<file path="config.mk">
export PLATFORM = sky130hd
export DESIGN_NAME = mux_pipe_sel
export DESIGN_NICKNAME = d
export VERILOG_FILES = /design/src/rtl/mux_pipe_sel_pkg.sv /design/src/rtl/mux_comb_n.sv /design/src/rtl/mux_pipe_sel.sv
export SDC_FILE = /design/constraint.sdc
export NUM_CORES = 1
export LEC_CHECK = 0
export BUFFER_PORTS_ARGS = -buffer_cell sky130_fd_sc_hd__buf_2
export CORE_ASPECT_RATIO = 1.5
export CORE_MARGIN = 2
export CORE_UTILIZATION = 52
export CTS_CLUSTER_DIAMETER = 60
export DETAILED_ROUTE_END_ITERATION = 8
export PLACE_DENSITY_LB_ADDON = 0.25
export SKIP_CTS_REPAIR_TIMING = 1
export SYNTH_ARGS = -nofsm -noshare
export SYNTH_HDL_FRONTEND = slang
export SYNTH_SLANG_ARGS = --single-unit
</file>
<file path="constraint.sdc">
create_clock -name clk_i -period 2.8 [get_ports clk_i]
set_clock_uncertainty 0.15 [all_clocks]
set_input_delay 0.56 -clock clk_i [delete_from_list [all_inputs] [get_ports clk_i]]
set_output_delay 0.56 -clock clk_i [all_outputs]
set_load 0.005 [all_outputs]
</file>
<file path="src/rtl/mux_pipe_sel_pkg.sv">
// Shared constants, FSM state encoding and the select-width helper for the
// registered N:1 selector.
package mux_pipe_sel_pkg;

  localparam int DEF_WIDTH  = 32;
  localparam int DEF_NUM_IN = 4;

  typedef enum logic [1:0] {
    ST_EMPTY = 2'd0,
    ST_BUSY  = 2'd1,
    ST_FULL  = 2'd2
  } state_e;

  // Smallest r with 2**r >= n; kept local so it is usable in parameter defaults.
  function automatic int clog2(input int n);
    int r;
    r = 0;
    for (int i = 0; i < 31; i++) begin
      if ((1 << i) < n) r = i + 1;
    end
    return r;
  endfunction

endpackage

</file>
<file path="src/rtl/mux_comb_n.sv">
// Unregistered N:1 select with an out-of-range flag; an invalid select yields
// zero data so nothing stale leaks downstream.
module mux_comb_n
  import mux_pipe_sel_pkg::*;
#(
  parameter int WIDTH  = DEF_WIDTH,
  parameter int NUM_IN = DEF_NUM_IN,
  parameter int SEL_W  = clog2(NUM_IN)
) (
  input  logic [NUM_IN*WIDTH-1:0] in_data_i,
  input  logic [SEL_W-1:0]        sel_i,
  output logic [WIDTH-1:0]        sel_data_o,
  output logic                    sel_err_o
);

  always_comb begin
    sel_data_o = '0;
    sel_err_o  = 1'b1;
    for (int k = 0; k < NUM_IN; k++) begin
      if (sel_i == SEL_W'(k)) begin
        sel_data_o = in_data_i[k*WIDTH +: WIDTH];
        sel_err_o  = 1'b0;
      end
    end
  end

endmodule

</file>
<file path="src/rtl/mux_pipe_sel.sv">
// Registered N:1 selector with valid/ready on both sides and a one-entry skid
// buffer so in_ready_o never depends combinationally on out_ready_i.
//
//   state    | meaning
//   ST_EMPTY | output register empty, skid empty
//   ST_BUSY  | output register holds a beat, skid empty
//   ST_FULL  | output register and skid both hold a beat, in_ready_o low
module mux_pipe_sel
  import mux_pipe_sel_pkg::*;
#(
  parameter int WIDTH  = DEF_WIDTH,
  parameter int NUM_IN = DEF_NUM_IN,
  parameter int SEL_W  = clog2(NUM_IN)
) (
  input  logic                    clk_i,
  input  logic                    rst_ni,
  input  logic [NUM_IN*WIDTH-1:0] in_data_i,
  input  logic [SEL_W-1:0]        in_sel_i,
  input  logic                    in_valid_i,
  output logic                    in_ready_o,
  output logic [WIDTH-1:0]        out_data_o,
  output logic [SEL_W-1:0]        out_sel_o,
  output logic                    out_err_o,
  output logic                    out_valid_o,
  input  logic                    out_ready_i
);

  state_e state_q, state_d;

  logic [WIDTH-1:0] out_data_q, skid_data_q;
  logic [SEL_W-1:0] out_sel_q, skid_sel_q;
  logic             out_err_q, skid_err_q;

  logic [WIDTH-1:0] sel_data;
  logic             sel_err;
  logic             in_fire, out_fire;
  logic             load_out, load_skid, out_from_skid;

  mux_comb_n #(
    .WIDTH (WIDTH),
    .NUM_IN(NUM_IN),
    .SEL_W (SEL_W)
  ) u_mux (
    .in_data_i (in_data_i),
    .sel_i     (in_sel_i),
    .sel_data_o(sel_data),
    .sel_err_o (sel_err)
  );

  assign in_ready_o  = (state_q != ST_FULL);
  assign out_valid_o = (state_q != ST_EMPTY);
  assign out_data_o  = out_data_q;
  assign out_sel_o   = out_sel_q;
  assign out_err_o   = out_err_q;

  assign in_fire  = in_valid_i & in_ready_o;
  assign out_fire = out_valid_o & out_ready_i;

  always_ff @(posedge clk_i or negedge rst_ni) begin
    if (!rst_ni) state_q <= ST_EMPTY;
    else         state_q <= state_d;
  end

  always_comb begin
    state_d       = state_q;
    load_out      = 1'b0;
    load_skid     = 1'b0;
    out_from_skid = 1'b0;
    case (state_q)
      ST_EMPTY: begin
        if (in_fire) begin
          load_out = 1'b1;
          state_d  = ST_BUSY;
        end
      end
      ST_BUSY: begin
        if (in_fire && out_fire) begin
          load_out = 1'b1;
        end else if (in_fire) begin
          load_skid = 1'b1;
          state_d   = ST_FULL;
        end else if (out_fire) begin
          state_d = ST_EMPTY;
        end
      end
      ST_FULL: begin
        if (out_fire) begin
          out_from_skid = 1'b1;
          state_d       = ST_BUSY;
        end
      end
      default: state_d = ST_EMPTY;
    endcase
  end

  always_ff @(posedge clk_i or negedge rst_ni) begin
    if (!rst_ni) begin
      out_data_q  <= '0;
      out_sel_q   <= '0;
      out_err_q   <= 1'b0;
      skid_data_q <= '0;
      skid_sel_q  <= '0;
      skid_err_q  <= 1'b0;
    end else begin
      if (load_out) begin
        out_data_q <= sel_data;
        out_sel_q  <= in_sel_i;
        out_err_q  <= sel_err;
      end else if (out_from_skid) begin
        out_data_q <= skid_data_q;
        out_sel_q  <= skid_sel_q;
        out_err_q  <= skid_err_q;
      end
      if (load_skid) begin
        skid_data_q <= sel_data;
        skid_sel_q  <= in_sel_i;
        skid_err_q  <= sel_err;
      end
    end
  end

endmodule

</file>
==> impl_summary.md, run 1 <==
Status
The run finished with clean final reports.

Synth
The gate count after technology mapping is 240. The mapped netlist covers 3996 µm². By area the synthesized netlist is led by sky130_fd_sc_hd__dfrtp_1 45%, sky130_fd_sc_hd__mux2_2 28%, sky130_fd_sc_hd__mux4_2 12%. The yosys synthesis warning count is 0. The flop and latch count out of synthesis is 72. The number of nets handed over by synthesis was 374. Of the post-synthesis cell area, the dominant cell type holds 45.08%. The cell taking the most area after synthesis is sky130_fd_sc_hd__dfrtp_1. In this run the mean area of a mapped cell was 16.65 µm². The count of distinct cell types in the synthesized netlist is 23. The proportion of synthesized chip area in sequential cells is 45.08%.

Critical path
The most critical setup path has its endpoint at out_data_o[6]. At the worst endpoint, the arrival time is 2.07 ns. The top cell family by delay on the critical path is multiplexers.

The worst-case register-to-register setup slack is 0.78 ns. STA puts the critical path data required time at 2.86 ns. The number of cells on the critical path is 3.

The critical path is of the register to register type. The startpoint of the most critical setup path is state_q[1]. Counting stages on the worst path, the most repeated cell is sky130_fd_sc_hd__mux2_2.

In this run the worst path has a maximum fanout of 35. The signal on the critical path passes through nand3b_4, mux2_2, mux2_2. The stage delay of the slowest cell on the critical path is 0.52 ns. The worst register-to-register path has a depth of 3.

The startpoint identified for the worst register-to-register timing path is state_q[1]. STA classifies the critical path endpoint as a register. The critical path contains buffers and inverters numbering 0 combined. The worst reg2reg path endpoint is out_data_o[6]. The worst setup path is launched from a register. The slowest cell on the critical path is sky130_fd_sc_hd__dfrtp_1.

Final layout
In the final layout, the share of cells above drive strength 1 is 76.64%. The most frequent standard cell in the layout excluding fill and tap cells is sky130_fd_sc_hd__buf_2. 0 antenna diodes ended up in the layout. For this run, the post-layout net count is 540. The relative area change from synthesis to final layout is 28.49%. The final standard cell utilization of the core is 68.33%. The library cells used most frequently in the layout, excluding fill and tap cells, are 169 x sky130_fd_sc_hd__buf_2, 101 x sky130_fd_sc_hd__mux2_2, 72 x sky130_fd_sc_hd__dfrtp_1, 22 x sky130_fd_sc_hd__mux4_2, 10 x sky130_fd_sc_hd__mux4_1.

STA
The final critical-path share of the clock period is 72.00%. The max-slew violation count was 0. The final hold violation count is 0.

The time the final worst path needs with I/O delays and setup is 2.016 ns. Setup repair after global routing left no endpoint under its margin. Timing would allow up to 0.4960 GHz. The final sum of negative setup slack is 0 ns. The actual transition at the worst max-transition pin is 0.8932 ns. Setup violations remaining at the end of the flow were counted as 0.

The worst-case headroom to the max-slew limit is 40.45%.

Power and ir drop
The worst voltage drop across the vdd grid is 0.4401 mV. Summed over all cells, the static leakage comes to 2.411 nW. Dividing total power by cell area gives a power density of 721.9 nW/µm².

GRT
After global routing the overflow that remains totals 0. The total routing resource utilization after global routing is 21.12%. The first-pass GRT wire length is 13290 µm.

The number of antenna violations at the first check in global routing is 0. The largest net degree at the start of global routing is 73. The via count of the first global-routing pass is 2989.

Floorplan
The die is 75.58 µm wide. The area enclosed by the die boundary is 8417 µm². The starting density of the core is 53.18%.

The region available for standard cell placement spans 7515 µm². The die is 111.4 µm tall. The I/O pin total is 171. The floorplan has 39 rows.

CTS
The CTS tree is built. The number of buffers on the longest clock path is 2. The clock slew seen by the registers of the worst setup and hold paths is 0.05 ns.

Buffers inserted during clock tree synthesis total 9. The clock latency of the later-clocked register in the worst-skew pair is 0.32 ns. The number of H-tree levels is 3.

The root cell of the clock tree is sky130_fd_sc_hd__clkbuf_16. The clock net sink count is 72.

Detailed routing
In this run the remaining antenna-violating nets after routing total 0. In the routed layout, each cell is associated on average with a via count of 5.415. Wires add up to 8319 µm.

For this run, design rule violations remaining after detail routing come to 0. The DRC marker count from the first detailed-route iteration is 82. The via count is 2778. The first detailed-routing pass took 4 iterations. Dividing the detail-routed wire length by the instance count gives 16.22 µm.

Flow run
The number of violations of the max-capacitance limit is 0.

Hold path
The worst hold path belongs to the class input port to asynchronous set/reset pin.

Placed design
The count of buffers added on input and output ports is 170. At the end of routability-driven placement, the weighted congestion stood at 0.7096. The detailed placement HPWL is 5845 µm.
-- through the flow --
| step | area, µm² | total power, mW | setup slack [ns] | hold slack (ns) | instances |
|---|---|---|---|---|---|
| final | 5135 | 3.707 | 0.7840 | 0.1941 | 513 |
| after global routing | 5135 | 3.928 | 0.6829 | 0.2725 | 513 |
| after floorplan | 3996 | 2.317 | 0.8752 | 0.1144 | 240 |
| after CTS | 5135 | 3.758 | 0.7500 | 0.2442 | 513 |
| after detailed placement | 4868 | 2.732 | 0.6059 | 0.3261 | 497 |
| after global placement | 4868 | 2.661 | 0.6607 | 0.3192 | 497 |
-- Yosys cell counts (all sizes together) --
library cell / n
a21oi: 3
and2b: 1
buf: 14
clkbuf: 4
dfrtp: 72
mux2: 102
mux2i: 1
mux4: 32
nand2: 3
nand2b: 2
nand3b: 1
nor2b: 1
nor3b: 1
o21a: 1
o22ai: 1
or2: 1
-- sequential cells by signal (all words and copies together), names as in the netlist --
name	count
out_data_o	32
out_err_o	1
out_sel_o	2
skid_data_q	32
skid_err_q	1
skid_sel_q	2
state_q	2
-- layout make-up --
| class | count | area, µm² |
|---|---|---|
| Clock buffer | 12 | 246.5 |
| Clock inverter | 4 | 20.02 |
| Fill cell | 592 | 2380 |
| Multi-Input combinational cell | 150 | 2038 |
| Sequential cell | 72 | 1802 |
| Tap cell | 102 | 127.6 |
| Timing Repair Buffer | 173 | 900.9 |
-- kinds of logic after synthesis --
group,Yosys count,share of synthesized area (%)
and+or+nand+nor,10,2.317
buffers and inverters,18,3.913
AOI/OAI and AO/OA,5,0.7202
DFF,72,45.08
muxes,135,47.96
-- worst min-delay path by stage --
stage | endpoint | depth (start not counted)
floorplan | out_data_o[0] | 0
global placement | skid_sel_q[0] | 1
detailed placement | skid_sel_q[0] | 1
CTS | out_err_o | 1
global route | skid_data_q[1] | 1
finish | skid_data_q[1] | 1
-- power breakdown --
part	internal (mW)	switching (mW)	total, mW
Sequential	1.43	0.185	1.62
Combinational	0.705	0.374	1.08
Clock	0.617	0.396	1.01
Total	2.75	0.956	3.71
-- metal layers --
layer	track usage (%)	wire length (µm)	vias to the layer above
met1	23.77	3115	1389
met3	4.887	472	15
met4	9.708	197	0
li1	-	-	1268
met5	0	0	-
met2	36.58	4534	106
Note: power is estimated with default switching activity, not from simulation.
==> inputs of run 2 (changes only) <==
--- a/config.mk
+++ b/config.mk
@@ -8,7 +8,7 @@
 export BUFFER_PORTS_ARGS = -buffer_cell sky130_fd_sc_hd__buf_2
 export CORE_ASPECT_RATIO = 1.5
 export CORE_MARGIN = 2
-export CORE_UTILIZATION = 52
+export CORE_UTILIZATION = 44
 export CTS_CLUSTER_DIAMETER = 60
 export DETAILED_ROUTE_END_ITERATION = 8
 export PLACE_DENSITY_LB_ADDON = 0.25
==> constraint.sdc (replaced) <==
create_clock -name clk_i -period 1.7 [get_ports clk_i]
set_clock_uncertainty 0.15 [all_clocks]
set_input_delay 0.34 -clock clk_i [delete_from_list [all_inputs] [get_ports clk_i]]
set_output_delay 0.34 -clock clk_i [all_outputs]
set_load 0.005 [all_outputs]
==> impl_summary.md, run 2 (synthesis results as in run 1) <==
STA
The worst pin sits at a relative slew slack of 74.06%. The final hold violation count came to 0. The fmax is 0.5835 GHz. The actual transition at the worst max-transition pin is 0.3890 ns.

Setup repair after global routing could not meet its margin everywhere. The time the final worst path needs with I/O delays and setup is 1.714 ns. The max-slew violation count was 0. Of the available clock period, the critical path in the final layout requires 100.8%. The final-report setup violation count is 1. Hold timing on the final database bottoms out at a slack of 0.1880 ns.

In the post-route analysis, the smallest setup slack over all paths is -0.01377 ns. After routing, the total negative slack on setup checks comes to -0.01377 ns.

Final layout
Cells with a size suffix above 1 make up 77.93% of the layout. The relative area change from synthesis to final layout is 35.94%. At the end of the flow, the number of nets in the layout was 556.

The area taken by flip-flops and latches is 1803 µm². In the layout the commonest cells are 168 x sky130_fd_sc_hd__buf_2, 98 x sky130_fd_sc_hd__mux2_2, 71 x sky130_fd_sc_hd__dfrtp_1, 22 x sky130_fd_sc_hd__mux4_2. The multi-input gate area in the final layout is 2052 µm². The total of fill cells in the finished design is 711.

The total inserted antenna cells is 0. The library cell used most frequently in the layout, excluding fill and tap cells, is sky130_fd_sc_hd__buf_2.

Power and ir drop
The worst voltage drop across the vdd grid is 0.6106 mV. The power spent charging and discharging nets is 1.597 mW. The share of total power in sequential cells is 41.1%. The total internal power is 4.861 mW.

The switching portion of total power is 24.73%. Per report_power, the combinational group accounts for 29.5% of the total. The power density of the placed cells is 1189 nW/µm². The static power due to leakage is 2.561 nW. The design draws 6.458 mW.

The clock network power share is 29.4%.

Floorplan
171 I/O pins were placed. The area enclosed by the die boundary is 9877 µm². The vertical die dimension is 120.7 µm. The initial utilization of the core area, before any placement, comes to 45.27%.

The horizontal die dimension is 81.82 µm. The area of the core region is 8828 µm². The floorplan has 42 rows.

CTS
Counting along the longest clock path gives a buffer depth of 2. The clock tree synthesis step divided the H-tree into 3 levels. Clock-pin slew was measured on the worst setup and hold paths at 0.05 ns. TritonCTS built the clock tree. The root cell of the clock tree is sky130_fd_sc_hd__clkbuf_16. The clock net sink count is 72. The number of clock buffers inserted by TritonCTS is 9.

The clock latency of the later-clocked register in the worst-skew pair is 0.33 ns.

Placed design
The detailed placement HPWL is 6504 µm. The total of buffers placed on input and output ports is 170. The last weighted congestion value of the routability-driven placer is 0.8000.

Critical path
STA classifies the critical path endpoint as an output pin. The top fanout value on the critical path is 4. The kind of start point of the critical path is a register. The arrival time of the worst setup path is 1.22 ns. The required time of the critical path is 1.21 ns. The start-to-end type of the worst setup path is register to output pin.

Detailed routing
For this run, the detailed router's first-pass iteration total came to 4. In this run, the number of DRC markers left after iteration 0 of detailed routing was 75. The total routed wirelength is 8663 µm.

Across all layers, the routed design uses 2832 vias. In the routed layout, each cell is associated on average with a via count of 5.284. The wire length per cell after detailed routing is 16.16 µm. In this run the remaining antenna-violating nets after routing total 0. For this run, design rule violations remaining after detail routing come to 0.

Flow run
The number of violations of the max-capacitance limit is 0.

GRT
The via count of the first global-routing pass is 3004. The first-pass GRT wire length is 13520 µm. The largest net degree at the start of global routing is 73. For this run, the total global-route usage over all layers was measured as 18.49%. The number of antenna violations at the first check in global routing is 0. The sum of overflow across all layers after global routing is 0.

Status
The checks that failed: setup timing. The run finished, with violations left.

Hold path
The type of the most critical hold path is input port to register.
==> run 2: cell types whose count changed in the layout (fill, tap and decap cells not counted), moves of 3 or more <==
cell,delta
sky130_fd_sc_hd__buf_12,+8
sky130_fd_sc_hd__buf_4,+6
sky130_fd_sc_hd__mux2_2,-3
sky130_fd_sc_hd__mux2_4,+3
==> run 2: worst paths after layout <==
| kind | start | endpoint | slack, ns | depth (start not counted) |
|---|---|---|---|---|
| setup / recovery | state_q[1] | out_valid_o | -0.01 | 3 |
| hold / removal | out_ready_i | state_q[1] | 0.19 | 3 |
| setup reg to reg | state_q[1] | out_data_o[15] | 0.01 | 5 |
| hold reg to reg | skid_sel_q[0] | skid_sel_q[0] | 0.33 | 1 |
| max in group asynchronous | rst_ni | out_data_o[17] | 0.67 | 3 |
| min in group asynchronous | rst_ni | state_q[1] | 0.41 | 3 |
==> run 2: power by group through the flow <==
stage	clock, mW	sequential [mW]	combinational, mW
2_1_floorplan	0	2.65	1.17
3_3_place_gp	0	2.66	1.82
3_5_place_dp	0	2.69	1.88
4_1_cts	1.96	2.66	1.89
5_1_grt	2.03	2.74	2.09
6_report	1.90	2.66	1.91
==> run 2: layer usage <==
layer	track usage (%)	wire (µm)	vias to the layer above
li1	-	-	1306
met1	20.51	3260	1390
met2	32.27	4559	116
met3	3.955	559	20
met4	9.583	284	0
met5	0	0	-
==> run 2: layout make-up <==
cell class,instances,share of cell area (%)
tap,110,2.533
clock buffer,12,4.906
sequential,72,33.19
clock inverter,3,0.7370
multi-input combinational,150,37.77
timing repair buffer,189,20.87
==> run 2: per-stage QoR <==
step,cell area (µm²),setup slack (ns),util [%],std cells
after floorplan,3998,0.001288,-,240
after detailed placement,5069,-0.1281,57.41,517
after CTS,5375,-0.1864,60.88,532
final,5433,-0.01377,61.54,536
after global placement,5069,-0.1049,57.41,517
after global routing,5433,-0.05493,61.54,536
==> run 2: critical path, cell delays in order, from the launching register on <==
cell,delay [ns]
sky130_fd_sc_hd__dfrtp_2,0.40
sky130_fd_sc_hd__buf_4,0.14
sky130_fd_sc_hd__or2_4,0.24
sky130_fd_sc_hd__buf_6,0.11
